--- config.mk ---
export PLATFORM = sky130hd
export DESIGN_NAME = id_ex_operand_stage_flat
export DESIGN_NICKNAME = d
export VERILOG_FILES = /design/src/rtl/id_ex_operand_stage_if.sv /design/src/rtl/id_ex_operand_stage.sv /design/src/flat_wrapper.sv
export SDC_FILE = /design/constraint.sdc
export NUM_CORES = 1
export LEC_CHECK = 0
export ABC_CLOCK_PERIOD_IN_PS = 4650
export CAP_MARGIN = 15
export CORE_MARGIN = 2
export CORE_UTILIZATION = 40
export CTS_CLUSTER_SIZE = 30
export DETAILED_ROUTE_END_ITERATION = 6
export HOLD_SLACK_MARGIN = 0.08
export PLACE_DENSITY_LB_ADDON = 0.25
export SYNTH_ARGS = -nofsm -noshare
export SYNTH_HDL_FRONTEND = slang
export SYNTH_SLANG_ARGS = --single-unit
--- constraint.sdc ---
create_clock -name clk -period 4.65 [get_ports clk]
set_input_delay 0.93 -clock clk [delete_from_list [all_inputs] [get_ports clk]]
set_output_delay 0.93 -clock clk [all_outputs]
set_load 0.01 [all_outputs]
--- src/rtl/id_ex_operand_stage_if.sv ---
// Signal bundle between decode, the ID/EX operand stage and the later pipeline stages.
// slave is the stage itself; master is whatever drives ID, EX/MEM and MEM/WB.
interface id_ex_operand_stage_if #(
    parameter int XLEN  = 32,
    parameter int RADDR = 5,
    parameter int CTRLW = 5
);
    logic             id_valid;
    logic [RADDR-1:0] id_rs_addr;
    logic [RADDR-1:0] id_rt_addr;
    logic [XLEN-1:0]  id_rs_data;
    logic [XLEN-1:0]  id_rt_data;
    logic             id_uses_rs;
    logic             id_uses_rt;
    logic [15:0]      id_imm;
    logic             id_ext_sign;
    logic [4:0]       id_shamt;
    logic [1:0]       id_lhs_sel;
    logic             id_alusrc;
    logic [CTRLW-1:0] id_ALUctr;
    logic             id_bgez, id_bgtz, id_blez, id_bltz, id_beq, id_bne, id_Branch;
    logic [RADDR-1:0] id_wb_addr;
    logic             id_reg_write, id_mem_read, id_mem_write;
    logic             exm_reg_write;
    logic [RADDR-1:0] exm_wb_addr;
    logic [XLEN-1:0]  exm_result;
    logic             wb_reg_write;
    logic [RADDR-1:0] wb_addr;
    logic [XLEN-1:0]  wb_data;
    logic             stall_in;
    logic             flush;
    logic             ex_valid;
    logic [XLEN-1:0]  ex_lhs;
    logic [XLEN-1:0]  ex_rhs;
    logic [XLEN-1:0]  ex_store_data;
    logic [CTRLW-1:0] ex_ALUctr;
    logic             ex_bgez, ex_bgtz, ex_blez, ex_bltz, ex_beq, ex_bne, ex_Branch;
    logic [RADDR-1:0] ex_wb_addr;
    logic             ex_reg_write, ex_mem_read, ex_mem_write;
    logic             load_use_stall;

    modport slave (
        input  id_valid, id_rs_addr, id_rt_addr, id_rs_data, id_rt_data,
               id_uses_rs, id_uses_rt, id_imm, id_ext_sign, id_shamt, id_lhs_sel,
               id_alusrc, id_ALUctr, id_bgez, id_bgtz, id_blez, id_bltz, id_beq,
               id_bne, id_Branch, id_wb_addr, id_reg_write, id_mem_read, id_mem_write,
               exm_reg_write, exm_wb_addr, exm_result, wb_reg_write, wb_addr, wb_data,
               stall_in, flush,
        output ex_valid, ex_lhs, ex_rhs, ex_store_data, ex_ALUctr, ex_bgez, ex_bgtz,
               ex_blez, ex_bltz, ex_beq, ex_bne, ex_Branch, ex_wb_addr, ex_reg_write,
               ex_mem_read, ex_mem_write, load_use_stall
    );

    modport master (
        output id_valid, id_rs_addr, id_rt_addr, id_rs_data, id_rt_data,
               id_uses_rs, id_uses_rt, id_imm, id_ext_sign, id_shamt, id_lhs_sel,
               id_alusrc, id_ALUctr, id_bgez, id_bgtz, id_blez, id_bltz, id_beq,
               id_bne, id_Branch, id_wb_addr, id_reg_write, id_mem_read, id_mem_write,
               exm_reg_write, exm_wb_addr, exm_result, wb_reg_write, wb_addr, wb_data,
               stall_in, flush,
        input  ex_valid, ex_lhs, ex_rhs, ex_store_data, ex_ALUctr, ex_bgez, ex_bgtz,
               ex_blez, ex_bltz, ex_beq, ex_bne, ex_Branch, ex_wb_addr, ex_reg_write,
               ex_mem_read, ex_mem_write, load_use_stall
    );
endinterface

--- src/rtl/id_ex_operand_stage.sv ---
// ID/EX pipeline register feeding the ALU: captures decoded fields, forwards
// from EX/MEM and MEM/WB, bypasses WB at capture and raises load-use stalls.
module id_ex_operand_stage #(
    parameter int XLEN  = 32,
    parameter int RADDR = 5,
    parameter int CTRLW = 5
) (
    input logic                  clk,
    input logic                  rst,
    id_ex_operand_stage_if.slave bus
);
    localparam int NBR = 7;

    logic             valid_reg;
    logic [RADDR-1:0] rs_addr_reg, rt_addr_reg, wb_addr_reg;
    logic [XLEN-1:0]  rs_reg, rt_reg, imm_ext_reg;
    logic [4:0]       shamt_reg;
    logic [1:0]       lhs_sel_reg;
    logic             alusrc_reg;
    logic [CTRLW-1:0] aluctr_reg;
    logic [NBR-1:0]   br_reg;
    logic             reg_write_reg, mem_read_reg, mem_write_reg;

    logic [XLEN-1:0]  fwd_rs, fwd_rt;
    logic [XLEN-1:0]  rs_next, rt_next, imm_ext_next;
    logic [NBR-1:0]   br_next, br_gated;
    logic             load_use;

    // EX/MEM wins over MEM/WB; register 0 never forwards.
    always_comb begin
        fwd_rs = rs_reg;
        if (bus.exm_reg_write && bus.exm_wb_addr != '0 && bus.exm_wb_addr == rs_addr_reg)
            fwd_rs = bus.exm_result;
        else if (bus.wb_reg_write && bus.wb_addr != '0 && bus.wb_addr == rs_addr_reg)
            fwd_rs = bus.wb_data;

        fwd_rt = rt_reg;
        if (bus.exm_reg_write && bus.exm_wb_addr != '0 && bus.exm_wb_addr == rt_addr_reg)
            fwd_rt = bus.exm_result;
        else if (bus.wb_reg_write && bus.wb_addr != '0 && bus.wb_addr == rt_addr_reg)
            fwd_rt = bus.wb_data;
    end

    // The register file does not write through, so WB is bypassed at capture.
    always_comb begin
        rs_next = bus.id_rs_data;
        if (bus.wb_reg_write && bus.wb_addr != '0 && bus.wb_addr == bus.id_rs_addr)
            rs_next = bus.wb_data;
        rt_next = bus.id_rt_data;
        if (bus.wb_reg_write && bus.wb_addr != '0 && bus.wb_addr == bus.id_rt_addr)
            rt_next = bus.wb_data;
        imm_ext_next = {{(XLEN-16){bus.id_ext_sign & bus.id_imm[15]}}, bus.id_imm};
    end

    assign br_next = {bus.id_bgez, bus.id_bgtz, bus.id_blez, bus.id_bltz,
                      bus.id_beq, bus.id_bne, bus.id_Branch};

    assign load_use = bus.id_valid && valid_reg && mem_read_reg && wb_addr_reg != '0 &&
                      ((bus.id_uses_rs && bus.id_rs_addr == wb_addr_reg) ||
                       (bus.id_uses_rt && bus.id_rt_addr == wb_addr_reg)) &&
                      !bus.flush;

    always_ff @(posedge clk) begin
        if (rst) begin
            valid_reg     <= 1'b0;
            rs_addr_reg   <= '0;
            rt_addr_reg   <= '0;
            wb_addr_reg   <= '0;
            rs_reg        <= '0;
            rt_reg        <= '0;
            imm_ext_reg   <= '0;
            shamt_reg     <= '0;
            lhs_sel_reg   <= '0;
            alusrc_reg    <= 1'b0;
            aluctr_reg    <= '0;
            br_reg        <= '0;
            reg_write_reg <= 1'b0;
            mem_read_reg  <= 1'b0;
            mem_write_reg <= 1'b0;
        end else if (bus.stall_in) begin
            // Keep producers that are about to leave MEM/WB.
            rs_reg <= fwd_rs;
            rt_reg <= fwd_rt;
        end else if (bus.flush || load_use) begin
            valid_reg     <= 1'b0;
            aluctr_reg    <= '0;
            br_reg        <= '0;
            reg_write_reg <= 1'b0;
            mem_read_reg  <= 1'b0;
            mem_write_reg <= 1'b0;
        end else begin
            valid_reg     <= bus.id_valid;
            rs_addr_reg   <= bus.id_rs_addr;
            rt_addr_reg   <= bus.id_rt_addr;
            wb_addr_reg   <= bus.id_wb_addr;
            rs_reg        <= rs_next;
            rt_reg        <= rt_next;
            imm_ext_reg   <= imm_ext_next;
            shamt_reg     <= bus.id_shamt;
            lhs_sel_reg   <= bus.id_lhs_sel;
            alusrc_reg    <= bus.id_alusrc;
            aluctr_reg    <= bus.id_ALUctr;
            br_reg        <= br_next;
            reg_write_reg <= bus.id_reg_write;
            mem_read_reg  <= bus.id_mem_read;
            mem_write_reg <= bus.id_mem_write;
        end
    end

    generate
        for (genvar gi = 0; gi < NBR; gi++) begin : g_br_gate
            assign br_gated[gi] = br_reg[gi] & valid_reg;
        end
    endgenerate

    always_comb begin
        case (lhs_sel_reg)
            2'b01:   bus.ex_lhs = {{(XLEN-5){1'b0}}, shamt_reg};
            2'b10:   bus.ex_lhs = {{(XLEN-5){1'b0}}, fwd_rs[4:0]};
            default: bus.ex_lhs = fwd_rs;
        endcase
    end

    assign bus.ex_rhs         = alusrc_reg ? imm_ext_reg : fwd_rt;
    assign bus.ex_store_data  = fwd_rt;
    assign bus.ex_valid       = valid_reg;
    assign bus.ex_ALUctr      = aluctr_reg;
    assign bus.ex_wb_addr     = wb_addr_reg;
    assign bus.ex_reg_write   = reg_write_reg & valid_reg;
    assign bus.ex_mem_read    = mem_read_reg & valid_reg;
    assign bus.ex_mem_write   = mem_write_reg & valid_reg;
    assign bus.ex_bgez        = br_gated[6];
    assign bus.ex_bgtz        = br_gated[5];
    assign bus.ex_blez        = br_gated[4];
    assign bus.ex_bltz        = br_gated[3];
    assign bus.ex_beq         = br_gated[2];
    assign bus.ex_bne         = br_gated[1];
    assign bus.ex_Branch      = br_gated[0];
    assign bus.load_use_stall = load_use;
endmodule

--- src/flat_wrapper.sv ---
// flat-port wrapper written by rule: the top's interface ports become plain ports
module id_ex_operand_stage_flat 
#(
    parameter int XLEN  = 32,
    parameter int RADDR = 5,
    parameter int CTRLW = 5
)
  (clk, rst, bus_id_valid, bus_id_rs_addr, bus_id_rt_addr, bus_id_rs_data, bus_id_rt_data, bus_id_uses_rs, bus_id_uses_rt, bus_id_imm, bus_id_ext_sign, bus_id_shamt, bus_id_lhs_sel, bus_id_alusrc, bus_id_ALUctr, bus_id_bgez, bus_id_bgtz, bus_id_blez, bus_id_bltz, bus_id_beq, bus_id_bne, bus_id_Branch, bus_id_wb_addr, bus_id_reg_write, bus_id_mem_read, bus_id_mem_write, bus_exm_reg_write, bus_exm_wb_addr, bus_exm_result, bus_wb_reg_write, bus_wb_addr, bus_wb_data, bus_stall_in, bus_flush, bus_ex_valid, bus_ex_lhs, bus_ex_rhs, bus_ex_store_data, bus_ex_ALUctr, bus_ex_bgez, bus_ex_bgtz, bus_ex_blez, bus_ex_bltz, bus_ex_beq, bus_ex_bne, bus_ex_Branch, bus_ex_wb_addr, bus_ex_reg_write, bus_ex_mem_read, bus_ex_mem_write, bus_load_use_stall);
  id_ex_operand_stage_if #(.XLEN(XLEN), .RADDR(RADDR), .CTRLW(CTRLW)) bus_i ();
  input logic clk;
  input logic rst;
  input wire logic [$bits(bus_i.id_valid)-1:0] bus_id_valid;
  input wire logic [$bits(bus_i.id_rs_addr)-1:0] bus_id_rs_addr;
  input wire logic [$bits(bus_i.id_rt_addr)-1:0] bus_id_rt_addr;
  input wire logic [$bits(bus_i.id_rs_data)-1:0] bus_id_rs_data;
  input wire logic [$bits(bus_i.id_rt_data)-1:0] bus_id_rt_data;
  input wire logic [$bits(bus_i.id_uses_rs)-1:0] bus_id_uses_rs;
  input wire logic [$bits(bus_i.id_uses_rt)-1:0] bus_id_uses_rt;
  input wire logic [$bits(bus_i.id_imm)-1:0] bus_id_imm;
  input wire logic [$bits(bus_i.id_ext_sign)-1:0] bus_id_ext_sign;
  input wire logic [$bits(bus_i.id_shamt)-1:0] bus_id_shamt;
  input wire logic [$bits(bus_i.id_lhs_sel)-1:0] bus_id_lhs_sel;
  input wire logic [$bits(bus_i.id_alusrc)-1:0] bus_id_alusrc;
  input wire logic [$bits(bus_i.id_ALUctr)-1:0] bus_id_ALUctr;
  input wire logic [$bits(bus_i.id_bgez)-1:0] bus_id_bgez;
  input wire logic [$bits(bus_i.id_bgtz)-1:0] bus_id_bgtz;
  input wire logic [$bits(bus_i.id_blez)-1:0] bus_id_blez;
  input wire logic [$bits(bus_i.id_bltz)-1:0] bus_id_bltz;
  input wire logic [$bits(bus_i.id_beq)-1:0] bus_id_beq;
  input wire logic [$bits(bus_i.id_bne)-1:0] bus_id_bne;
  input wire logic [$bits(bus_i.id_Branch)-1:0] bus_id_Branch;
  input wire logic [$bits(bus_i.id_wb_addr)-1:0] bus_id_wb_addr;
  input wire logic [$bits(bus_i.id_reg_write)-1:0] bus_id_reg_write;
  input wire logic [$bits(bus_i.id_mem_read)-1:0] bus_id_mem_read;
  input wire logic [$bits(bus_i.id_mem_write)-1:0] bus_id_mem_write;
  input wire logic [$bits(bus_i.exm_reg_write)-1:0] bus_exm_reg_write;
  input wire logic [$bits(bus_i.exm_wb_addr)-1:0] bus_exm_wb_addr;
  input wire logic [$bits(bus_i.exm_result)-1:0] bus_exm_result;
  input wire logic [$bits(bus_i.wb_reg_write)-1:0] bus_wb_reg_write;
  input wire logic [$bits(bus_i.wb_addr)-1:0] bus_wb_addr;
  input wire logic [$bits(bus_i.wb_data)-1:0] bus_wb_data;
  input wire logic [$bits(bus_i.stall_in)-1:0] bus_stall_in;
  input wire logic [$bits(bus_i.flush)-1:0] bus_flush;
  output wire logic [$bits(bus_i.ex_valid)-1:0] bus_ex_valid;
  output wire logic [$bits(bus_i.ex_lhs)-1:0] bus_ex_lhs;
  output wire logic [$bits(bus_i.ex_rhs)-1:0] bus_ex_rhs;
  output wire logic [$bits(bus_i.ex_store_data)-1:0] bus_ex_store_data;
  output wire logic [$bits(bus_i.ex_ALUctr)-1:0] bus_ex_ALUctr;
  output wire logic [$bits(bus_i.ex_bgez)-1:0] bus_ex_bgez;
  output wire logic [$bits(bus_i.ex_bgtz)-1:0] bus_ex_bgtz;
  output wire logic [$bits(bus_i.ex_blez)-1:0] bus_ex_blez;
  output wire logic [$bits(bus_i.ex_bltz)-1:0] bus_ex_bltz;
  output wire logic [$bits(bus_i.ex_beq)-1:0] bus_ex_beq;
  output wire logic [$bits(bus_i.ex_bne)-1:0] bus_ex_bne;
  output wire logic [$bits(bus_i.ex_Branch)-1:0] bus_ex_Branch;
  output wire logic [$bits(bus_i.ex_wb_addr)-1:0] bus_ex_wb_addr;
  output wire logic [$bits(bus_i.ex_reg_write)-1:0] bus_ex_reg_write;
  output wire logic [$bits(bus_i.ex_mem_read)-1:0] bus_ex_mem_read;
  output wire logic [$bits(bus_i.ex_mem_write)-1:0] bus_ex_mem_write;
  output wire logic [$bits(bus_i.load_use_stall)-1:0] bus_load_use_stall;
  assign bus_i.id_valid = bus_id_valid;
  assign bus_i.id_rs_addr = bus_id_rs_addr;
  assign bus_i.id_rt_addr = bus_id_rt_addr;
  assign bus_i.id_rs_data = bus_id_rs_data;
  assign bus_i.id_rt_data = bus_id_rt_data;
  assign bus_i.id_uses_rs = bus_id_uses_rs;
  assign bus_i.id_uses_rt = bus_id_uses_rt;
  assign bus_i.id_imm = bus_id_imm;
  assign bus_i.id_ext_sign = bus_id_ext_sign;
  assign bus_i.id_shamt = bus_id_shamt;
  assign bus_i.id_lhs_sel = bus_id_lhs_sel;
  assign bus_i.id_alusrc = bus_id_alusrc;
  assign bus_i.id_ALUctr = bus_id_ALUctr;
  assign bus_i.id_bgez = bus_id_bgez;
  assign bus_i.id_bgtz = bus_id_bgtz;
  assign bus_i.id_blez = bus_id_blez;
  assign bus_i.id_bltz = bus_id_bltz;
  assign bus_i.id_beq = bus_id_beq;
  assign bus_i.id_bne = bus_id_bne;
  assign bus_i.id_Branch = bus_id_Branch;
  assign bus_i.id_wb_addr = bus_id_wb_addr;
  assign bus_i.id_reg_write = bus_id_reg_write;
  assign bus_i.id_mem_read = bus_id_mem_read;
  assign bus_i.id_mem_write = bus_id_mem_write;
  assign bus_i.exm_reg_write = bus_exm_reg_write;
  assign bus_i.exm_wb_addr = bus_exm_wb_addr;
  assign bus_i.exm_result = bus_exm_result;
  assign bus_i.wb_reg_write = bus_wb_reg_write;
  assign bus_i.wb_addr = bus_wb_addr;
  assign bus_i.wb_data = bus_wb_data;
  assign bus_i.stall_in = bus_stall_in;
  assign bus_i.flush = bus_flush;
  assign bus_ex_valid = bus_i.ex_valid;
  assign bus_ex_lhs = bus_i.ex_lhs;
  assign bus_ex_rhs = bus_i.ex_rhs;
  assign bus_ex_store_data = bus_i.ex_store_data;
  assign bus_ex_ALUctr = bus_i.ex_ALUctr;
  assign bus_ex_bgez = bus_i.ex_bgez;
  assign bus_ex_bgtz = bus_i.ex_bgtz;
  assign bus_ex_blez = bus_i.ex_blez;
  assign bus_ex_bltz = bus_i.ex_bltz;
  assign bus_ex_beq = bus_i.ex_beq;
  assign bus_ex_bne = bus_i.ex_bne;
  assign bus_ex_Branch = bus_i.ex_Branch;
  assign bus_ex_wb_addr = bus_i.ex_wb_addr;
  assign bus_ex_reg_write = bus_i.ex_reg_write;
  assign bus_ex_mem_read = bus_i.ex_mem_read;
  assign bus_ex_mem_write = bus_i.ex_mem_write;
  assign bus_load_use_stall = bus_i.load_use_stall;
  id_ex_operand_stage #(.XLEN(XLEN), .RADDR(RADDR), .CTRLW(CTRLW)) u_core (.clk(clk), .rst(rst), .bus(bus_i));
endmodule
* Word-level counts from Yosys, hierarchy flattened
Index checks and enable logic that the tools add are counted.
Storage, ports and cells: register bits after elaboration 120, logic and storage cells 79
Cells by class: mux-type cells 18, bitwise operators 13, eq/ne operators 11, reductions and logical operators 22
Operators by type and width (number):
- $mux 32 | 11
- $pmux 32 s2 | 1
- $eq 5x5->1 | 8
- $logic_and 1x1->1 | 15
- $reduce_bool 5->1 | 3
- $and 1x1->1 | 11
- $mux 7 | 1
- $mux 5 | 1
- $mux 1 | 4
- $eq 2x1->1 const B | 1
- $eq 2x2->1 const B | 1
- $logic_or 1x1->1 | 2
- $ne 2x2->1 const B | 1
- $not 1->1 | 2
- $reduce_and 2->1 | 1
- $logic_not 1->1 | 1

* Logic depth before layout (Yosys ltp)
word-level depth 8, mapped depth 9, gate-level depth less buffers 6

* Worst setup path after synthesis
No wires, ideal clock.
path kind input-to-output, start point in bus_wb_addr[0], end point out bus_ex_rhs[23], setup slack 0.918 ns, arrival 2.802 ns, stages on the path 8, path through buf_2 -> or4_4 -> o21ai_4 -> nor3_2 -> buf_6 -> mux2i_1 -> o21ai_0 -> mux2_2
Between the ends: longest elaborated chain between the ends 6
Ends and longest elaborated chain:
- start, declared | RTL line flat_wrapper.sv:40 | input wire logic [$bits(bus_i.wb_addr)-1:0] bus_wb_addr;
- $reduce_bool 5->1 | RTL line id_ex_operand_stage.sv:40 | else if (bus.wb_reg_write && bus.wb_addr != '0 && bus.wb_addr == rt_addr_reg)
- $logic_and 1x1->1 | RTL line id_ex_operand_stage.sv:40
- $logic_and 1x1->1 * | RTL line id_ex_operand_stage.sv:40
- $mux 32 * | RTL line id_ex_operand_stage.sv:40
- $mux 32 * | RTL line id_ex_operand_stage.sv:38 | if (bus.exm_reg_write && bus.exm_wb_addr != '0 && bus.exm_wb_addr == rt_addr_reg)
- net bus_ex_store_data[23] | RTL line flat_wrapper.sv:47 | output wire logic [$bits(bus_i.ex_store_data)-1:0] bus_ex_store_data;
- $mux 32 * | RTL line id_ex_operand_stage.sv:124 | assign bus.ex_rhs = alusrc_reg ? imm_ext_reg : fwd_rt;
- end, declared | RTL line flat_wrapper.sv:46 | output wire logic [$bits(bus_i.ex_rhs)-1:0] bus_ex_rhs;
The timed path passes the listed nets; every way through them passes the cells marked *.

* Worst setup path in the final report
start point in bus_exm_wb_addr[1], end point out bus_ex_lhs[13]
Between the ends: longest elaborated chain between the ends 5
Ends and longest elaborated chain:
- start, declared | RTL line flat_wrapper.sv:37 | input wire logic [$bits(bus_i.exm_wb_addr)-1:0] bus_exm_wb_addr;
- $reduce_bool 5->1 | RTL line id_ex_operand_stage.sv:32 | if (bus.exm_reg_write && bus.exm_wb_addr != '0 && bus.exm_wb_addr == rs_addr_reg)
- $logic_and 1x1->1 | RTL line id_ex_operand_stage.sv:32
- $logic_and 1x1->1 * | RTL line id_ex_operand_stage.sv:32
- $mux 32 * | RTL line id_ex_operand_stage.sv:32
- $pmux 32 s2 * | RTL line id_ex_operand_stage.sv:117 | case (lhs_sel_reg)
- end, declared | RTL line flat_wrapper.sv:45 | output wire logic [$bits(bus_i.ex_lhs)-1:0] bus_ex_lhs;
Every way passes the cells marked *; elsewhere a longest branch is shown, timed or not.

==> flow_summary_export.csv <==
group,metric,value,unit
routing,drc,0,
floorplan,fp.coreArea,20200,µm²
floorplan,num_rows,52,
synth,synth-edff-count,0,
sta,whs,0.455,ns
cells_and_area,seqCellArea,2400,µm²
synth,yosysTopAreaCell,"dfxtp_1",
cells_and_area,fin_cells,1616,
sta,min_period_over_period,0.982,
cells_and_area,nets,1538,
floorplan,die-area,21700,µm²
worst_setup_path,crit_arrival,3.64,ns
power_and_ir_drop,p_leak,4.82,nW
cells_and_area,mostFrequentLayoutCell,"clkdlybuf4s50_1",
worst_setup_path,crit_chain,"clkdlybuf4s50_1, or4_1, o21ai_2, or4_4, buf_12, buf_12, nor2_1, a31oi_1, and2_1, clkdlybuf4s50_1",
routing,wirelength,32500,µm
cells_and_area,syn2layout_area_growth,55.7,%
worst_hold_path,hold_start,"u_core.br_reg[4]$_SDFFE_PP0N_",
worst_setup_path,critical_path_class,"in -> out",
clock_network,holdBufCountCts,0,
worst_setup_path,critPathMaxFanout,16,
placement,routabilityCongestion,0.917,
synth,netlist_area,8210,µm²
worst_setup_path,reg2reg_to,"u_core.rs_reg[9]$_SDFFE_PP0P_",
placement,port_buffers,319,
sta,period_minus_slack,4.57,ns
worst_setup_path,reg2reg_depth,6,
clock_network,cts_root_buf,"clkbuf_16",
floorplan,io_pins,320,
worst_setup_path,cp.buffers_inverters,4,
floorplan,die_w,147,µm
routing,via_count,9178,
sta,fmax,0.219,GHz
status,status,"complete, no violations",
placement,dp_hpwl,21800,µm
synth,syn_avg_cell_area,8.03,µm²
routing,vias_per_cell,5.68,
worst_hold_path,hold_path_depth,2,
cells_and_area,layout_common_cells,"310 x clkdlybuf4s50_1, 146 x nand2_1, 119 x dfxtp_1",
sta,tightestPinTransition,1.02,ns
global_routing,grt_pass1_vias,8901,
worst_setup_path,crit_slowest_cell,"clkdlybuf4s50_1",
global_routing,gr-total-overflow,0,
placement,dp_cells,1576,
worst_hold_path,hp-class,"reg -> reg",
routing,antenna_left,0,
cells_and_area,multiInputGateArea,5470,µm²
global_routing,grt_pass1_wl,49700,µm
synth,syn-instance-count,1023,
synth,ys_types,42,
synth,synth-seq-cells,120,
synth,synth_area_leaders,"dfxtp_1 29%, mux2i_1 12%, a211o_1 6.8%",
worst_setup_path,reg2reg_slack,1.69,ns
routing,wl_per_cell,20.1,µm
cells_and_area,utilization,0.634,
floorplan,die_h,147,µm
synth,yosysWarnings,0,
sta,hold_viol,0,
worst_setup_path,max_stage_delay,0.59,ns
cells_and_area,fill_cells,1781,
job,cap_violations,0,
worst_setup_path,cp-start-kind,"primary input",
synth,synthesis.nets,1227,
sta,fin_worst_skew,0.0131,ns
global_routing,grt_usage,0.288,
clock_network,cts.sinks,120,
synth,ys_dominant_reg_cell,"dfxtp_1",
cells_and_area,layout-drive-gt1-share,0.129,
sta,final.setup.tns,0,ns
clock_network,clock_latency,0.42,ns
routing,drtIter0Drc,678,
clock_network,cts_inserted_buffers,17,
power_and_ir_drop,ir_drop,0.243,mV
global_routing,grt_max_degree,74,
clock_network,cts_tree,"built",
clock_network,htree_levels,4,
sta,setup_viol,0,
synth,async_reset_ff_frac,0,
global_routing,grt_antenna_before_repair,0,
worst_setup_path,rr_startpoint,"u_core.bus.ex_wb_addr[0]$_SDFFE_PP0P_",
synth,synth_top_area_share,0.293,
worst_setup_path,crit_family,"buffers and inverters",
floorplan,start_util,0.407,
worst_setup_path,required,3.72,ns
cells_and_area,diodes,0,
clock_network,clk_transition_reported_paths,0.06,ns
clock_network,clock_path_buffers,2,
worst_hold_path,hold_end,"u_core.br_reg[4]$_SDFFE_PP0N_",
routing,drt-pass1-iter-count,5,
sta,relSlewSlack,0.323,
worst_setup_path,endpoint_kind,"primary output",
synth,seq_area_frac_synth,0.293,
power_and_ir_drop,powerDensity,256,nW/µm²
sta,slew_violations,0,
-- report_power, final --
group | switching (W) | total, W | internal, W
sequential | 0.0000388 | 0.00112 | 0.00108
clock | 0.000524 | 0.00131 | 0.000791
combinational | 0.000375 | 0.000838 | 0.000463
-- how the worst max path moves through the flow --
stage                             from             end  depth (start not counted)
floorplan               bus_wb_addr[0]  bus_ex_rhs[23]                          8
global placement        bus_wb_addr[0]  bus_ex_rhs[17]                         10
detailed placement      bus_wb_addr[1]  bus_ex_rhs[19]                         10
CTS                     bus_wb_addr[4]  bus_ex_rhs[17]                         11
global route        bus_exm_wb_addr[1]  bus_ex_lhs[14]                         10
finish              bus_exm_wb_addr[1]  bus_ex_lhs[13]                         10
-- per-stage QoR --
step                cell area, µm²  worst slack [ns]  power [W]
CTS                          12600         0.0000275    0.00328
floorplan                     8210             0.918    0.00149
finish                       12800            0.0831    0.00328
detailed placement           12000            -0.429    0.00196
global route                 12800          -0.00413    0.00340
global placement             12000            -0.323    0.00196
-- worst min-delay path, cell delays in order, from the launching register on --
cell and delay (ns):
dfxtp_1 0.31, nand2_1 0.05, a21oi_1 0.05
-- Yosys cell counts, types with 2 or more instances --
library cell and instances:
clkbuf_1 68, nor4b_1 64, a22o_1 5, inv_1 2, o21ai_0 71, nor2_1 33
mux2i_1 100, o21ai_1 2, or2_2 2, mux2_2 32, a21oi_1 60, nor3_1 64
buf_6 6, xnor2_1 27, xor2_1 13, buf_1 10, nor2b_1 2, dfxtp_1 120
nor4_2 3, buf_2 22, and2_1 37, a211o_1 64, ha_1 2, nand2_1 146
nand3_1 5, or4_1 3, nand4_1 3, a31oi_1 28, nand3b_1 16
-- logic make-up after synthesis --
kind of cell | share of synthesized area
adders and majority gates | 0.00305
muxes | 0.166
and+or+nand+nor | 0.253
DFF | 0.293
AOI/OAI and AO/OA | 0.184
buffers and inverters | 0.0591
xor gates and xnor gates | 0.0427
-- final cells by class --
type                       instances  share of cell area
sequential                       120               0.188
tap                              270              0.0264
clock buffer                      18              0.0336
multi-input combinational        794               0.428
clock inverter                    13              0.0115
timing repair buffer             399               0.312
inverter                           2            0.000587
-- layer usage --
metal | up-vias | global-route usage | routed length, µm
met5 | - | 0 | 0
met4 | 0 | 0.122 | 1030
met3 | 69 | 0.0727 | 3030
met2 | 466 | 0.456 | 14900
met1 | 4306 | 0.374 | 13600
li1 | 4337 | - | -
-- timing repair --
item	CTS	global route
setup endpoints to repair	84	64
pin swaps	2	3
gates resized for setup	9	26
setup buffers	3	5
gates cloned	0	1
(Power assumes the default switching activity.)
